**config.mk**
```make
export PLATFORM = sky130hd
export DESIGN_NAME = instr_fetch
export DESIGN_NICKNAME = d
export VERILOG_FILES = /design/src/rtl/instr_fetch.sv
export SDC_FILE = /design/constraint.sdc
export NUM_CORES = 1
export LEC_CHECK = 0
export CAP_MARGIN = 25
export CORE_MARGIN = 3
export CORE_UTILIZATION = 51
export CTS_CLUSTER_DIAMETER = 30
export DETAILED_ROUTE_END_ITERATION = 6
export GPL_ROUTABILITY_DRIVEN = 0
export PLACE_DENSITY = 0.95
export SYNTH_ARGS = -nofsm -noshare
export SYNTH_HDL_FRONTEND = slang
export SYNTH_SLANG_ARGS = --single-unit
```
**constraint.sdc**
```tcl
create_clock -name clk -period 9.3 [get_ports clk]
set_input_delay 0.93 -clock clk [delete_from_list [all_inputs] [get_ports clk]]
set_output_delay 0.93 -clock clk [all_outputs]
set_load 0.02 [all_outputs]
```
**src/rtl/instr_fetch.sv**
```systemverilog
// instr_fetch: single-outstanding fetch stage; owns the PC and holds one instruction for decode.
// Latency: request the cycle after reset/redirect; with zero-wait memory one instruction per 3 cycles.
// Backpressure: imem_req_ready holds the request and address; instr_ready holds the instruction.
//
// Ports:
//   clk, rst                       clock, asynchronous active-high reset
//   imem_req_valid/ready/addr      request to instruction memory (addr is the current PC)
//   imem_rsp_valid/data            one-cycle response carrying the 32-bit instruction word
//   instr, instr_pc, instr_valid   held instruction (zero-extended) and its PC for decode
//   instr_ready                    decode accepts the held instruction
//   branch_taken, imm_branch       sampled on accept; taken selects instr_pc + imm_branch
//   flush, flush_pc                redirect, overrides everything else
//   fetch_misaligned               stalled on a target with bits [1:0] != 0
module instr_fetch #(
  parameter int unsigned     xlen         = 64,
  parameter logic [xlen-1:0] reset_vector = '0
) (
  input  logic            clk,
  input  logic            rst,
  output logic            imem_req_valid,
  input  logic            imem_req_ready,
  output logic [xlen-1:0] imem_addr,
  input  logic            imem_rsp_valid,
  input  logic [31:0]     imem_rsp_data,
  output logic [xlen-1:0] instr,
  output logic [xlen-1:0] instr_pc,
  output logic            instr_valid,
  input  logic            instr_ready,
  input  logic            branch_taken,
  input  logic [xlen-1:0] imm_branch,
  input  logic            flush,
  input  logic [xlen-1:0] flush_pc,
  output logic            fetch_misaligned
);

  typedef enum logic [2:0] {IDLE, REQ, WAIT, HOLD, DRAIN, FAULT} state_t;

  localparam logic [xlen-1:0] seq_step = xlen'(4);

  state_t          state;
  logic [xlen-1:0] pc;
  logic [xlen-1:0] next_pc;
  logic            flush_bad;
  logic            rsp_owed;

  // Branch target arithmetic wraps naturally at xlen bits.
  assign next_pc   = instr_pc + (branch_taken ? imm_branch : seq_step);
  assign flush_bad = (flush_pc[1:0] != 2'b00);

  // A redirect that leaves a response still owed by memory must drain it
  // before issuing again, otherwise the stale word would be taken as the new one.
  assign rsp_owed  = ((state == REQ) && imem_req_ready) ||
                     (((state == WAIT) || (state == DRAIN)) && !imem_rsp_valid);

  always_ff @(posedge clk or posedge rst) begin
    if (rst) begin
      state    <= IDLE;
      pc       <= reset_vector;
      instr    <= '0;
      instr_pc <= '0;
    end else if (flush) begin
      pc <= flush_pc;
      // A misaligned redirect abandons any owed response; memory tolerates that.
      if (flush_bad)     state <= FAULT;
      else if (rsp_owed) state <= DRAIN;
      else               state <= REQ;
    end else begin
      case (state)
        IDLE: state <= REQ;
        REQ: begin
          if (imem_req_ready) state <= WAIT;
        end
        WAIT: begin
          if (imem_rsp_valid) begin
            instr    <= {{(xlen-32){1'b0}}, imem_rsp_data};
            instr_pc <= pc;
            state    <= HOLD;
          end
        end
        HOLD: begin
          if (instr_ready) begin
            pc    <= next_pc;
            state <= (next_pc[1:0] != 2'b00) ? FAULT : REQ;
          end
        end
        DRAIN: begin
          if (imem_rsp_valid) state <= REQ;
        end
        FAULT: state <= FAULT;
        default: state <= IDLE;
      endcase
    end
  end

  assign imem_req_valid   = (state == REQ);
  assign imem_addr        = pc;
  assign instr_valid      = (state == HOLD);
  assign fetch_misaligned = (state == FAULT);

endmodule

```
# Word-level counts from Yosys, hierarchy flattened
# Cells that the tools add are included.
# W data, S select, Z words.
# word_totals
register_bits,163
input_bits,167
out_inout_bits,195
# classes
addsub,1
eq_ne,9
muxes,13
bitwise_logic,1
n_reduce_logical,13
# op_table
op,n
$mux W64,4
$add A64 B64 Y64,1
$mux W3,8
$pmux W3 S6,1
$reduce_bool A2 Y1,4
$eq A3 B2 Y1 const B,2
$eq A3 B3 Y1 const B,2
$ne A3 B1 Y1 const B,2
$ne A3 B3 Y1 const B,2
$reduce_and A4 Y1,1
$eq A3 B1 Y1 const B,1
$logic_not A3 Y1,1
$reduce_and A3 Y1,1
$logic_and A1 B1 Y1,2
$logic_or A1 B1 Y1,2
$reduce_and A2 Y1,1
$logic_not A1 Y1,1
$not A1 Y1,1

# Logic depth before layout (Yosys ltp)
# depth
ltp_word,7
mapped_depth,16

# Worst setup path before layout
# Ideal clock, no wire load.
# synth_path
path_kind,input to register
startpoint,input branch_taken
endpoint,register pc[56] (netlist: imem_addr[56])
arrival_time_ns,4.003
t_required_ns,9.157
path_slack_ns,5.154
path_stages,16
n_path_buf,1
cell_sequence,clkbuf_1 -> and2_1 -> ha_1 -> inv_1 -> fa_1 -> and2b_1 -> o211ai_1 -> a21oi_2 -> a31o_2 -> a31oi_1 -> o41ai_2 -> o21ai_1 -> o31a_1 -> o21ai_1 -> xnor2_1 -> o221ai_1
# synth_via
elab_chain_len,5
# synth_rtl
item,line_no,rtl
start: declaration,29,"input logic branch_taken,"
$mux W64,47,assign next_pc = instr_pc + (branch_taken ? imm_branch : seq_step);
$add A64 B64 Y64,47,
$mux W64,81,if (instr_ready) begin
$mux W64,68,case (state)
$mux W64,61,end else if (flush) begin
end signal: assignment,58,pc <= reset_vector;
end signal: assignment,62,pc <= flush_pc;
end signal: assignment,82,pc <= next_pc;
end: declaration,41,logic [xlen-1:0] pc;
# No other way between the ends. The select of a mux whose other input is x is not followed.
# A chain may end at the register's enable or synchronous reset.

# Worst setup path in the final report
# Ends and elaborated chain as after synthesis.

==> flow_summary.ini <==
[power]
pwr_density_cell_nw_per_um2 = 126
cellLeakagePower_nw = 6.70
vdd_ir_drop_max_v = 0.000121

[timing]
hold_viol = 0
period_needed_ps = 4680
slew_viol_final = 0
relSlewSlack_pct = 40.0
worst-slew-pin-transition_ps = 900
fmax_ghz = 0.214
tns_ps = 0
period_share_pct = 50.3
whs_ps = 506
skew_ps = 11.0
rsz0062_at_grt = false
finalSetupViolCount = 0

[yosys]
synth_edf_count = 0
yosysSeqAreaShare_pct = 37.1
synth-main-ff-cell = dfrtp_1
synth_seq_cells = 163
syn_avg_cell_area_sq_um = 9.23
yosysWarnings = 0
ys_types = 72
netlist_area_sq_um = 11000
synthArstFlopShare_pct = 100
synthCells = 1191

[clocking]
cts_max_level = 4
cts_setup_buffers = 0
postCtsHoldBufs = 0
postCtsResizedCells = 0
clock_latency_ps = 430
clkTransAtPathRegs_ps = 70
cts_tree = yes
cts_buffer_depth = 2
cts_buffers = 17
cts_sinks = 163
cts-root-buf = clkbuf_16

[final_layout]
area_delta_synth_final_pct = 36.0
fin_cells = 1769
drive_above_1_share_pct = 11.3
nets = 1711

[global_route]
grt_max_degree = 97
grt_pass1_vias = 10961
overflow = 0
antenna_found_initial = 2
grt_use_total_pct = 29.7
grt_first_pass_wirelength_um = 57300

[setup_path]
critPathKind = in2reg
cp-start-kind = input pin
cp_slowest_cell = buf_4
required_ps = 9570
r2r-end = imem_addr[56]
critPathCaptureType = flip-flop
r2r-start = instr_pc[0]
critPathMaxStageDelay_ps = 460
crit_chain = buf_2 -> buf_4 -> and2_1 -> ha_1 -> inv_1 -> fa_1 -> and2b_1 -> o211ai_1 -> a21oi_2 -> a31o_2 -> a31oi_1 -> o41ai_2 -> o21ai_1 -> o31a_1 -> o21ai_1 -> xnor2_1 -> o221ai_1
rrSetupSlack_ps = 5500
rr_worst_depth = 14
cp_max_fo = 64
path_common_cell = o21ai_1
critPathArrivalTime_ps = 4950

[detailed_routing]
wl_um = 35500
num_vias = 10607
viasPerCell = 6.00
drc = 16
wl_per_cell_um = 20.1
first_iter_violations = 1146
dr.pass1.iters = 7
ant_nets = 0

[run_status]
violations = design-rule violations
status = finished with violations

[placed_design]
port_buffers = 329
dp_hpwl_um = 26300
place_inst = 1735

[worst_hold_path]
hp-class = reg2reg
min-delay-start = instr[6]
min_delay_path_depth = 1
min_to = instr[6]

[floorplanning]
die_y_um = 153
dieArea_sq_um = 23400
dieWidth_um = 153
pin_count = 362
rows = 53
initial_core_util_pct = 52.2
core_area_sq_um = 21100

[job]
cap_violations = 0
power breakdown:
part           total, mW  switching, mW  internal, mW
registers          0.770         0.0292         0.741
clock network      0.746          0.318         0.428
logic              0.364          0.188         0.176
total               1.88          0.535          1.34
flip-flops by register name, indices dropped and copies added, names as in the netlist:
register	count
imem_addr	64
instr_pc	64
instr	32
state	3
worst max-delay path: cells and delay by family:
| kind | cells | cell delay (ps) |
|---|---|---|
| AOI/OAI and AO/OA | 9 | 2220 |
| buffers and inverters | 3 | 600 |
| adders and majority gates | 2 | 560 |
| and+or+nand+nor | 2 | 460 |
| xor gates and xnor gates | 1 | 140 |
cell type report:
cell class / count / area, sq um
Multi-Input combinational cell: 943 / 6500
Fill cell: 1480 / 6130
Clock buffer: 18 / 429
Antenna cell: 1 / 2.50
Inverter: 20 / 80.1
Sequential cell: 163 / 4080
Tap cell: 275 / 344
Timing Repair Buffer: 335 / 3350
Clock inverter: 14 / 179
kinds of logic after synthesis:
kind of cell,share of synthesized area [%]
buffers and inverters,5.09
DFF,37.1
AOI/OAI and AO/OA,19.4
other,0.0341
and+or+nand+nor,15.2
adders and majority gates,7.35
xor gates and xnor gates,4.54
muxes,11.4
cell usage in the layout (no fill, tap or decap), types with 3 or more instances in the layout:
cell type	Yosys	routed
clkdlybuf4s50_1	0	327
dfrtp_1	163	163
nand2_1	124	123
a21oi_1	118	118
mux2_2	104	104
o21ai_0	72	72
nor2_1	69	69
and2_1	64	64
ha_1	63	63
a21o_1	32	32
conb_1	1	32
xnor2_1	30	30
xor2_1	27	27
inv_1	20	19
nand4_1	18	18
o21ai_1	17	17
nor3_1	17	17
clkbuf_16	0	17
o21bai_1	14	14
nor2b_1	13	13
nand3_1	12	11
mux2i_1	8	8
nor3b_1	8	8
a211oi_1	7	7
o21a_1	7	7
o221ai_1	7	7
a31oi_1	7	7
buf_4	32	6
and3_1	5	5
a21boi_0	5	5
nand2b_1	5	5
o211ai_1	4	4
nor4_1	4	4
inv_6	0	4
a31o_2	3	3
bufinv_16	0	3
clkinv_4	0	3
per-layer routing:
| layer | global-route usage [%] | vias to the layer above | wire (um) |
|---|---|---|---|
| li1 | - | 4759 | - |
| met1 | 35.2 | 5050 | 13200 |
| met2 | 51.1 | 652 | 17300 |
| met3 | 7.90 | 144 | 3380 |
| met4 | 12.8 | 2 | 1610 |
| met5 | 0 | - | 13 |
synth_stat cells, types with 27 or more instances:
master,instances,area [sq um]
mux2_2,104,1170
and2_1,64,400
xor2_1,27,236
a21oi_1,118,591
buf_4,32,240
o21ai_0,72,360
xnor2_1,30,263
nor2_1,69,259
dfrtp_1,163,4080
nand2_1,124,465
ha_1,63,788
clkbuf_1,56,210
a21o_1,32,240
worst max-delay path by stage:
| stage | startpoint | endpoint | slack [ps] | depth (start not counted) |
|---|---|---|---|---|
| 4_1_cts | branch_taken | imem_addr[56] | 4660 | 17 |
| 3_5_place_dp | branch_taken | imem_addr[56] | 4260 | 17 |
| 6_report | branch_taken | imem_addr[56] | 4620 | 17 |
| 3_3_place_gp | branch_taken | imem_addr[56] | 4420 | 17 |
| 5_1_grt | branch_taken | imem_addr[56] | 4380 | 17 |
| 2_1_floorplan | rst | imem_addr[0] | 3970 | 1 |
metrics by stage:
step / power, mW / utilization [%] / cell area [sq um] / setup WS [ps]
CTS: 1.88 / 70.8 / 14900 / 4660
finish: 1.88 / 70.9 / 15000 / 4620
detailed placement: 1.14 / 67.9 / 14300 / 4260
floorplan: 0.965 / - / 11100 / 3970
global placement: 1.13 / 67.9 / 14300 / 4420
global route: 1.95 / 70.9 / 15000 / 4380
Power figures use the tool's default switching activity.
